--- src/rtl/arb_mux_if.sv ---
// arb_mux_if: bundles the N request channels, the shared output channel and the
// arbitration mode of an arb_mux into one interface.
//   mode              0 = fixed priority, 1 = round-robin
//   in_valid/in_ready per-channel handshake, channel i data at in_data[i*WIDTH +: WIDTH]
//   out_valid/out_ready output handshake, out_data word, out_sel source channel
// Modports: master = requesters/consumer side, slave = the arbiter itself.
interface arb_mux_if #(
    parameter int unsigned WIDTH = 32,
    parameter int unsigned N     = 4
);
    localparam int unsigned SELW = (N > 1) ? $clog2(N) : 1;

    logic                 mode;
    logic [N-1:0]         in_valid;
    logic [N*WIDTH-1:0]   in_data;
    logic [N-1:0]         in_ready;
    logic                 out_valid;
    logic [WIDTH-1:0]     out_data;
    logic [SELW-1:0]      out_sel;
    logic                 out_ready;

    modport master (
        output mode, in_valid, in_data, out_ready,
        input  in_ready, out_valid, out_data, out_sel
    );

    modport slave (
        input  mode, in_valid, in_data, out_ready,
        output in_ready, out_valid, out_data, out_sel
    );
endinterface

--- src/rtl/arb_mux.sv ---
// arb_mux: registered N-to-1 arbitrating multiplexer with valid/ready on every
// channel. A fixed-priority or round-robin arbiter picks one requester whenever
// the one-entry output register is empty or being drained, and the winner's word
// and index are captured into that register.
// Ports:
//   clk  rising-edge clock
//   rst  synchronous active-high reset
//   bus  arb_mux_if.slave (mode, in_valid/in_data/in_ready, out_valid/out_data/
//        out_sel/out_ready)
module arb_mux #(
    parameter int unsigned WIDTH = 32,
    parameter int unsigned N     = 4
) (
    input  logic      clk,
    input  logic      rst,
    arb_mux_if.slave  bus
);
    localparam int unsigned SELW = (N > 1) ? $clog2(N) : 1;
    localparam int unsigned CW   = SELW + 1;

    logic             out_valid_q, out_valid_d;
    logic [WIDTH-1:0] out_data_q, out_data_d;
    logic [SELW-1:0]  out_sel_q, out_sel_d;
    logic [SELW-1:0]  ptr_q, ptr_d;

    logic             load;
    logic             grant_found;
    logic [SELW-1:0]  grant_idx;
    logic [WIDTH-1:0] grant_data;
    logic [SELW:0]    rr_cand;

    // The register can take a new word when empty or when its word leaves this cycle.
    assign load = !out_valid_q || bus.out_ready;

    // Arbiter. Loops run from the far end so the lowest offset wins last.
    always_comb begin
        grant_found = 1'b0;
        grant_idx   = '0;
        rr_cand     = '0;
        if (!bus.mode) begin
            for (int i = int'(N) - 1; i >= 0; i--) begin
                if (bus.in_valid[i]) begin
                    grant_found = 1'b1;
                    grant_idx   = SELW'(i);
                end
            end
        end else begin
            for (int k = int'(N) - 1; k >= 0; k--) begin
                // ptr + k modulo N, never wrapping through indices >= N
                rr_cand = {1'b0, ptr_q} + CW'(k);
                if (rr_cand >= CW'(N)) begin
                    rr_cand = rr_cand - CW'(N);
                end
                if (bus.in_valid[rr_cand[SELW-1:0]]) begin
                    grant_found = 1'b1;
                    grant_idx   = rr_cand[SELW-1:0];
                end
            end
        end
    end

    // Data select by constant slices only, so unselected channels cannot leak through.
    always_comb begin
        grant_data = '0;
        for (int i = 0; i < int'(N); i++) begin
            if (grant_idx == SELW'(i)) begin
                grant_data = bus.in_data[i*WIDTH +: WIDTH];
            end
        end
    end

    always_comb begin
        out_valid_d = out_valid_q;
        out_data_d  = out_data_q;
        out_sel_d   = out_sel_q;
        ptr_d       = ptr_q;
        if (load) begin
            out_valid_d = grant_found;
            if (grant_found) begin
                out_data_d = grant_data;
                out_sel_d  = grant_idx;
                ptr_d      = (grant_idx == SELW'(N - 1)) ? '0 : grant_idx + SELW'(1);
            end
        end
    end

    always_ff @(posedge clk) begin
        if (rst) begin
            out_valid_q <= 1'b0;
            out_data_q  <= '0;
            out_sel_q   <= '0;
            ptr_q       <= '0;
        end else begin
            out_valid_q <= out_valid_d;
            out_data_q  <= out_data_d;
            out_sel_q   <= out_sel_d;
            ptr_q       <= ptr_d;
        end
    end

    // Handshake is suppressed during reset so no word is lost to a discarded capture.
    always_comb begin
        bus.in_ready = '0;
        if (load && !rst && grant_found) begin
            bus.in_ready = N'(1) << grant_idx;
        end
        bus.out_valid = out_valid_q;
        bus.out_data  = out_data_q;
        bus.out_sel   = out_sel_q;
    end
endmodule

--- src/flat_wrapper.sv ---
// flat-port wrapper written by rule: the top's interface ports become plain ports
module arb_mux_flat 
#(
    parameter int unsigned WIDTH = 32,
    parameter int unsigned N     = 4
)
  (clk, rst, bus_mode, bus_in_valid, bus_in_data, bus_out_ready, bus_in_ready, bus_out_valid, bus_out_data, bus_out_sel);
  arb_mux_if #(.WIDTH(WIDTH), .N(N)) bus_i ();
  input  logic clk;
  input  logic rst;
  input wire logic [$bits(bus_i.mode)-1:0] bus_mode;
  input wire logic [$bits(bus_i.in_valid)-1:0] bus_in_valid;
  input wire logic [$bits(bus_i.in_data)-1:0] bus_in_data;
  input wire logic [$bits(bus_i.out_ready)-1:0] bus_out_ready;
  output wire logic [$bits(bus_i.in_ready)-1:0] bus_in_ready;
  output wire logic [$bits(bus_i.out_valid)-1:0] bus_out_valid;
  output wire logic [$bits(bus_i.out_data)-1:0] bus_out_data;
  output wire logic [$bits(bus_i.out_sel)-1:0] bus_out_sel;
  assign bus_i.mode = bus_mode;
  assign bus_i.in_valid = bus_in_valid;
  assign bus_i.in_data = bus_in_data;
  assign bus_i.out_ready = bus_out_ready;
  assign bus_in_ready = bus_i.in_ready;
  assign bus_out_valid = bus_i.out_valid;
  assign bus_out_data = bus_i.out_data;
  assign bus_out_sel = bus_i.out_sel;
  arb_mux #(.WIDTH(WIDTH), .N(N)) u_core (.clk(clk), .rst(rst), .bus(bus_i));
endmodule
--- config.mk ---
export PLATFORM = sky130hd
export DESIGN_NAME = arb_mux_flat
export DESIGN_NICKNAME = d
export VERILOG_FILES = /design/src/rtl/arb_mux_if.sv /design/src/rtl/arb_mux.sv /design/src/flat_wrapper.sv
export SDC_FILE = /design/constraint.sdc
export NUM_CORES = 1
export LEC_CHECK = 0
export BUFFER_PORTS_ARGS = -buffer_cell sky130_fd_sc_hd__buf_2
export CORE_ASPECT_RATIO = 0.75
export CORE_MARGIN = 10
export CORE_UTILIZATION = 40
export CTS_CLUSTER_DIAMETER = 150
export DETAILED_ROUTE_END_ITERATION = 8
export PLACE_DENSITY_LB_ADDON = 0.15
export SYNTH_ARGS = -nofsm -noshare
export SYNTH_HDL_FRONTEND = slang
export SYNTH_SLANG_ARGS = --single-unit
--- constraint.sdc ---
create_clock -name clk -period 2.3 [get_ports clk]
set_input_delay 0.115 -clock clk [delete_from_list [all_inputs] [get_ports clk]]
set_output_delay 0.115 -clock clk [all_outputs]
set_load 0.005 [all_outputs]
**Yosys cells after proc, flatten, opt, wreduce, memory -nomap -nowiden**

Index checks and enable logic that the tools add are counted.

- Register bits after elaboration: 37
- Bits of input ports: 136
- Output and inout port bits: 39

- Add/sub/neg operators: 8
- Order comparisons: 8
- Eq/ne operators: 3
- Shift-type cells: 1
- Mux-type cells: 40
- Reduce and logical (&&, ||, !) cells: 7

Operators with widths:

| operator | number |
|---|---|
| $mux W32 | 4 |
| $mux W2 | 18 |
| $mux W1 | 13 |
| $lt A2 B3 Y1 const B | 4 |
| $ge A3 B3 Y1 const B | 3 |
| $bmux W1 S2 | 4 |
| $sub A2 B1 Y2 const B | 4 |
| $add A2 B2 Y3 const B | 2 |
| $eq A2 B2 Y1 const B | 2 |
| $mux W4 | 1 |
| $shl A1 B2 Y4 const A | 1 |
| $add A2 B1 Y3 const B | 1 |
| $ge A2 B3 Y1 const B | 1 |
| $add A2 B1 Y2 const B | 1 |
| $eq A2 B1 Y1 const B | 1 |
| $logic_and A1 B1 Y1 | 2 |
| $logic_not A1 Y1 | 2 |
| $logic_not A2 Y1 | 1 |
| $reduce_and A2 Y1 | 1 |
| $logic_or A1 B1 Y1 | 1 |

**Depth between registers and ports, before layout**

Gate-level depths: netlist of run 1.

- Depth after elaboration: 16
- Mapped depth: 12

**Worst setup path before layout of run 1**

No wires, ideal clock.

- Kind: reg2reg
- Start: reg u_core.ptr_q[1]
- End: reg u_core.out_data_q[10] (netlist: u_core.bus.out_data[10])
- Arrival time: 2.274 ns
- Setup slack: -0.049 ns
- Stages on the path, launching flop included: 13
- Path buffers: 4
- Path through: dfxtp_1 > clkbuf_1 > a221oi_1 > o21bai_1 > nand2_1 > ha_1 > clkbuf_1 > nor2b_1 > clkbuf_1 > buf_2 > a221oi_1 > o311a_1 > nor3_2

- Longest elaborated chain between the ends: 16
- Elaborated cells between the ends (all ways): 46

Ends and longest elaborated chain:

| element | RTL line | text |
|---|---|---|
| start: declaration | arb_mux.sv:24 | `logic [SELW-1:0] ptr_q, ptr_d;` |
| start signal: assignment | arb_mux.sv:97 | `ptr_q <= ptr_d;` |
| $add A2 B2 Y3 | arb_mux.sv:50 | `rr_cand = {1'b0, ptr_q} + CW'(k);` |
| $ge A3 B3 Y1 / $sub A2 B1 Y2 (equally long branches) | arb_mux.sv:51, arb_mux.sv:52 |  |
| $mux W2 | arb_mux.sv:51 | `if (rr_cand >= CW'(N)) begin` |
| $mux W2 | arb_mux.sv:40 | `if (!bus.mode) begin` |
| $bmux W1 S2 | arb_mux.sv:54 | `if (bus.in_valid[rr_cand[SELW-1:0]]) begin` |
| $mux W1 (implied by the code) | arb_mux.sv:54 |  |
| $mux W2 (3 in series) | arb_mux.sv:54 |  |
| $mux W2 (*) | arb_mux.sv:54 |  |
| $mux W2 (*) | arb_mux.sv:40 |  |
| named net u_core.grant_idx[0] | arb_mux.sv:28 | `logic [SELW-1:0] grant_idx;` |
| $logic_not A2 Y1 | arb_mux.sv:66 | `if (grant_idx == SELW'(i)) begin` |
| $mux W32 (3 in series) | arb_mux.sv:66 |  |
| $mux W32 (*) | arb_mux.sv:66 |  |
| end signal: assignment | arb_mux.sv:95 | `out_data_q <= out_data_d;` |
| end: declaration | arb_mux.sv:22 | `logic [WIDTH-1:0] out_data_q, out_data_d;` |

The timed path passes the listed nets; every way through them passes the cells marked *. The select of a mux whose other input is x is not followed.
A chain may end at the register's enable or synchronous reset.

**Worst setup path in the final report of run 1**

- Start: reg u_core.ptr_q[0]
- End: reg u_core.out_data_q[23] (netlist: u_core.bus.out_data[23])

- Longest elaborated chain between the ends: 16
- Elaborated cells between the ends (all ways): 46

Ends and longest elaborated chain:

| element | RTL line |
|---|---|
| $add A2 B2 Y3 | arb_mux.sv:50 |
| $ge A3 B3 Y1 / $sub A2 B1 Y2 (equally long branches) | arb_mux.sv:51, arb_mux.sv:52 |
| $mux W2 | arb_mux.sv:51 |
| $mux W2 | arb_mux.sv:40 |
| $bmux W1 S2 | arb_mux.sv:54 |
| $mux W1 (implied by the code) | arb_mux.sv:54 |
| $mux W2 (4 in series) | arb_mux.sv:54 |
| $mux W2 | arb_mux.sv:40 |
| $logic_not A2 Y1 | arb_mux.sv:66 |
| $mux W32 (4 in series) | arb_mux.sv:66 |

Several ways; a longest one is shown, not always the timed one. The select of a mux whose other input is x is not followed.

==> flow_summary.toml, run 1 <==
[sta]
max_slew.worst_pin.slew_ps = 953
rsz0062_at_grt = "yes"
fmax_mhz = 445
hold_ws_ps = 203
timing.final.crit_share_pct = 97.7
relSlewSlack_pct = 36.5
finalSetupViolations = 0
setup-tns-final_ps = 0
finalMaxSlewViolations = 0
hold_viol = 0
fin_crit_ps = 2250
skew_ps = 6.38

[logic_synthesis]
synth_top_area_cell = "dfxtp_1"
synth_top_area_share_pct = 25.5
yosysWarnings = 0
synthTopCellsByCount = "37 x dfxtp_1, 37 x nand2_1, 35 x nor2b_1"
synth_top_flop_cell = "dfxtp_1"
netlist_area_sq_mm = 0.00291
synth_area_per_cell_sq_um = 9.15
ys_types = 36
synth_area_leaders = "dfxtp_1 25%, nor2_4 11%, nor3_2 11%"
synth-async-reset-ratio_pct = 0
synthCells = 318
ys_seq_area_share_pct = 25.5
synth_nets = 458
ys_ff_latch = 37
synth-edff-count = 0

[clocking]
clk_latency_ps = 280
clockBufferDepth = 2
clock-sinks = 37
path_clk_slew_ps = 70
cts_tree = "done"
cts_root_buf = "clkbuf_8"
htree_levels = 2
cts_buffers = 5

[critical_path]
start_kind = "flip-flop"
crit_arrival_ps = 2460
critical_path_required_ps = 2510
cp-end-kind = "flip-flop"
crit_chain = "nand2b_1, and3_1, o21bai_1, and2_4, ha_4, nor2b_4, buf_6, a221oi_1, o311a_1, nor3_2"
crit_slowest_cell = "dfxtp_2"
path_class = "reg2reg"
crit_fanout = 8
max_stage_delay_ps = 340

[route]
wl_per_cell_um = 17.9
wirelength_um = 10500
first_pass_iters = 5
first_iter_violations = 96
drc = 0
vias = 3122
via_per_inst = 5.33
postRouteAntennaNets = 0

[global_route]
grt_pass1_wl_um = 16400
grt_pass1_vias = 3293
grt_antenna_before_repair = 0
grt_usage_pct = 17.7
overflow = 0
grt_max_degree = 58

[layout]
nFillCells = 643
final_util_pct = 59.1
drive_gt1_share_pct = 57.8
regArea_sq_um = 743
area.growth.synth_to_final_pct = 40.6
fin_nets = 628
fin_area_sq_mm = 0.00409
antenna_cells = 0
multi_input_area_sq_mm = 0.00199

[worst_hold_path]
min_path_type = "in2reg"

[die]
initial_core_util_pct = 42.0
row_count = 26
core_area_sq_mm = 0.00693
die-area_sq_mm = 0.0111
die_w_um = 118
io_pins = 175
die-height_um = 93.9

[flow_run]
cap_violations = 0

[pwr]
ir_worst_vdd_mv = 0.272
p_leak_nw = 1.84
pwr_density_cell_mw_per_mm2 = 553

[placement]
dp_hpwl_um = 7960
finalWeightedCongestion = 0.834
io_buffers = 174
placed_area_sq_mm = 0.00390

[outcome]
status = "finished clean"
flip-flops by register name (all words and copies together) (netlist names):
name                  flops
u_core.bus.out_data      32
u_core.bus.out_sel        2
u_core.bus.out_valid      1
u_core.ptr_q              2
critical path: cells and delay by family (launching register included):
family | cells | cell delay, ps
AND/OR/NAND/NOR | 5 | 920
AO/OA/AOI/OAI | 3 | 620
flip-flops | 1 | 340
buffers and inverters | 1 | 190
adder cells (fa/ha/maj) | 1 | 130
final cells by class:
type | instances | share of cell area [%]
Multi-Input combinational cell | 243 | 48.6
Timing Repair Buffer | 198 | 27.9
Sequential cell | 37 | 18.2
Tap cell | 98 | 3.00
Clock buffer | 7 | 2.11
Inverter | 3 | 0.275
final timing paths:
check | from | endpoint | slack, ps | cells past startpoint
worst max-delay path | u_core.ptr_q[0] | u_core.bus.out_data[23] | 50 | 10
worst min-delay path | bus_in_data[98] | u_core.bus.out_data[2] | 200 | 4
worst max register to register | u_core.ptr_q[0] | u_core.bus.out_data[23] | 50 | 10
worst min register to register | u_core.bus.out_data[6] | u_core.bus.out_data[6] | 500 | 2
placed cells by master (no fill, tap or decap), types with 2 or more instances in the layout:
cell type	instances
nor2b_1	34
ha_2	3
nor3_2	32
nor2_4	29
dfxtp_2	2
inv_1	3
nand2b_1	4
nand3b_1	2
o21ai_0	2
o311a_1	32
nand2_2	2
buf_4	15
buf_6	2
a21oi_1	2
dfxtp_1	35
a221oi_1	30
o21bai_1	2
a221oi_2	3
buf_12	4
nand2_1	36
and2_4	2
o211ai_1	2
clkbuf_8	6
nor2_1	7
buf_2	174
and2_1	4
buf_8	2
report_power, final:
part	internal (mW)	switching, mW
Clock	0.238	0.216
Sequential	0.728	0.0787
Combinational	0.521	0.483
per-layer routing:
layer,share of wire [%],track usage (%)
met1,44,21.0
met4,0.60,3.25
met5,0,0
met2,46,29.5
met3,9.4,7.63
cell families after synthesis:
logic type	share of synthesized area, %
AO/OA/AOI/OAI	24.4
adder cells (fa/ha/maj)	1.72
buffers and inverters	8.00
flip-flops	25.5
multiplexers	0.344
AND/OR/NAND/NOR	40.1
per-stage QoR:
step                      setup WS, ps  instances  power [mW]
after floorplan                   8.97        318        1.43
after global placement            23.3        576        1.75
after detailed placement         -43.2        576        1.78
after CTS                         7.06        584        2.26
after global routing             -42.0        586        2.42
final                             52.1        586        2.27
repair_timing:
| action | in CTS | in global routing |
|---|---|---|
| hold buffers | 0 | 0 |
| gates resized for setup | 4 | 15 |
| endpoints found under the setup margin | 18 | 35 |
| gates cloned | 1 | 1 |
| pin swaps | 0 | 52 |
| setup buffers | 0 | 1 |
No activity file was read; power rests on OpenSTA's default activity.
==> inputs of run 2 (changes only) <==
--- a/config.mk
+++ b/config.mk
@@ -5,10 +5,11 @@
 export SDC_FILE = /design/constraint.sdc
 export NUM_CORES = 1
 export LEC_CHECK = 0
+export ABC_AREA = 1
 export BUFFER_PORTS_ARGS = -buffer_cell sky130_fd_sc_hd__buf_2
 export CORE_ASPECT_RATIO = 0.75
 export CORE_MARGIN = 10
-export CORE_UTILIZATION = 40
+export CORE_UTILIZATION = 39
 export CTS_CLUSTER_DIAMETER = 150
 export DETAILED_ROUTE_END_ITERATION = 8
 export PLACE_DENSITY_LB_ADDON = 0.15
==> run 2 against run 1 <==
Net effect: critical path depth up 5; non-clock buffer count up 5; register-to-register slack worse by 170 ps; largest power group unchanged; total power up 25%; synthesized cell count up 31%; the run now ends with setup timing left; maximum frequency down 7.8%; critical endpoint is now bus_in_ready[2]; combinational power up 57%.
==> flow_summary.toml, run 2 <==
[critical_path]
max_stage_delay_ps = 420
path_depth = 15
critical_path_required_ps = 2180
cp-startpoint = "u_core.ptr_q[0]"
ff2ff_setup_slack_ps = -120
crit_arrival_ps = 2320
timing.rr.start = "u_core.ptr_q[0]"
crit_slowest_cell = "dfxtp_4"
critical-path-top-delay-family = "buffers and inverters"
crit_fanout = 20
worstReg2RegEnd = "u_core.bus.out_data[30]"
crit_chain = "inv_8, nand2_2, nand3_2, buf_4, nand2_1, o21ai_1, nand2_1, nand3_2, nand2_2, buf_4, ha_2, inv_2, buf_12, nor2_1, buf_2"
r2r_cells = 19
path_class = "reg2out"
start_kind = "flip-flop"
endpoint = "bus_in_ready[2]"
crit_buf_inv = 6
cp-end-kind = "output port"

[die]
die-area_sq_mm = 0.0106
row_count = 26
io_pins = 175
die-height_um = 91.9
core_area_sq_mm = 0.00677
initial_core_util_pct = 39.7
die_w_um = 116

[logic_synthesis]
ys_ff_latch = 37
synth_area_leaders = "dfxtp_1 28%, nand2_1 18%, o211ai_1 18%"
ys_types = 26
netlist_area_sq_mm = 0.00269
yosysWarnings = 0
synth-edff-count = 0
synth_area_per_cell_sq_um = 6.43
synth_nets = 558
synth_top_area_share_pct = 27.6
post-synth-top-count-cell = "nand2_1"
synth_top_flop_cell = "dfxtp_1"
synthCells = 418
synth-async-reset-ratio_pct = 0
synth_top_area_cell = "dfxtp_1"
ys_seq_area_share_pct = 27.6
synthTopCellsByCount = "127 x nand2_1, 63 x o211ai_1, 45 x inv_1"

[clocking]
cts_root_buf = "clkbuf_8"
htree_levels = 2
cts_tree = "done"
clock-sinks = 37
cts_buffers = 5
clockBufferDepth = 2
cts.hold.buffers_added = 0
clk_latency_ps = 280
path_clk_slew_ps = 80

[global_route]
grt_pass1_vias = 3312
grt_max_degree = 41
overflow = 0
grt_usage_pct = 17.7
grt_antenna_before_repair = 0
grt_pass1_wl_um = 15900

[pwr]
swShare_pct = 39.4
power_frac_clock_pct = 15.6
pwr_density_cell_mw_per_mm2 = 694
ir_worst_vdd_mv = 0.376
power_switching_mw = 1.12
p_leak_nw = 2.23
p_comb_share_pct = 55.2
internal_power_mw = 1.72
pwr-share-seq_pct = 29.2

[sta]
finalMaxSlewViolations = 0
finalSetupViolations = 35
timing.final.ws_setup_ps = -137
fmax_mhz = 410
fin_crit_ps = 2440
max_slew.worst_pin.slew_ps = 508
timing.final.crit_share_pct = 106
hold_viol = 0
skew_ps = 6.62
setup-tns-final_ps = -2120
relSlewSlack_pct = 65.9
rsz0062_at_grt = "yes"
hold_ws_ps = 48.8

[flow_run]
cap_violations = 0

[layout]
nFillCells = 665
final_common_cell = "buf_2"
final_cell_mix = "174 x buf_2, 109 x nand2_1, 63 x o211ai_1, 41 x inv_1, 35 x dfxtp_1"
area.growth.synth_to_final_pct = 52.4
largest_reg_flops = 32
antenna_cells = 0
drive_gt1_share_pct = 43.7
fin_nets = 736

[route]
via_per_inst = 5.10
first_pass_iters = 4
wl_per_cell_um = 15.7
drc = 0
postRouteAntennaNets = 0
wirelength_um = 10700
vias = 3473
first_iter_violations = 170

[placement]
io_buffers = 174
dp_hpwl_um = 7940
dpl_worst_slack_ps = -249
finalWeightedCongestion = 0.868

[outcome]
violations = "setup timing"
status = "complete, but fails checks"

[worst_hold_path]
min_path_type = "in2reg"
run 2: cell types whose count changed after synthesis, moves of 7 or more:
| cell | before | now |
|---|---|---|
| clkbuf_1 | 23 | 9 |
| nand3_1 | 0 | 7 |
| nand2_1 | 37 | 127 |
| nor2_4 | 29 | 0 |
| buf_2 | 3 | 12 |
| a21oi_1 | 2 | 36 |
| o211ai_1 | 2 | 63 |
| nor3_2 | 32 | 0 |
| nor2b_1 | 35 | 1 |
| o21ai_1 | 0 | 30 |
| a221oi_1 | 33 | 0 |
| inv_1 | 3 | 45 |
| o311a_1 | 32 | 0 |
run 2: layer usage:
| layer | routed length (um) | vias to the layer above | global-route usage [%] |
|---|---|---|---|
| met5 | 0 | - | 0 |
| met4 | 88 | 0 | 2.49 |
| met3 | 991 | 14 | 5.99 |
| met2 | 4890 | 143 | 29.0 |
| met1 | 4740 | 1566 | 22.5 |
| li1 | - | 1750 | - |
run 2: layout make-up:
class	count	area [sq um]	area share (%)
Tap cell	84	105	2.57
Sequential cell	37	748	18.3
Multi-Input combinational cell	297	1720	42.1
Clock buffer	8	80.1	1.95
Timing Repair Buffer	203	1230	30.0
Inverter	52	210	5.13
run 2: worst min-delay path by stage:
stage,depth (start not counted),to,start
2_1_floorplan,1,u_core.bus.out_sel[0],rst
3_3_place_gp,2,u_core.bus.out_sel[0],rst
3_5_place_dp,2,u_core.bus.out_sel[0],rst
4_1_cts,2,u_core.bus.out_sel[0],rst
5_1_grt,2,u_core.bus.out_sel[0],rst
6_report,2,u_core.bus.out_sel[0],rst
run 2: kinds of logic after synthesis:
| kind of cell | share of synthesized area (%) |
|---|---|
| adders and majority gates | 1.86 |
| and+or+nand+nor | 24.0 |
| buffers and inverters | 14.8 |
| AOI/OAI and AO/OA | 31.8 |
| DFF | 27.6 |
run 2: timing repair:
item                       4_1_cts  5_1_grt
setup endpoints to repair       36       36
buffers inserted                 2        4
cloned                           1        2
resized for setup                9       57
pin swaps                        0       15
run 2: stage by stage:
step | cells | power, mW | utilization [%] | area (sq um)
after floorplan | 418 | 1.69 | - | 2690
after global placement | 665 | 2.14 | 54.3 | 3680
after detailed placement | 665 | 2.16 | 54.3 | 3680
after CTS | 676 | 2.65 | 56.6 | 3830
after global routing | 681 | 3.08 | 60.5 | 4100
final | 681 | 2.84 | 60.5 | 4100
run 2: power by group through the flow:
stage	Sequential, mW	Clock (mW)	Combinational, mW
after floorplan	0.839	0	0.853
after global placement	0.830	0	1.31
after detailed placement	0.834	0	1.33
after CTS	0.823	0.451	1.38
after global routing	0.843	0.482	1.75
final	0.829	0.443	1.57
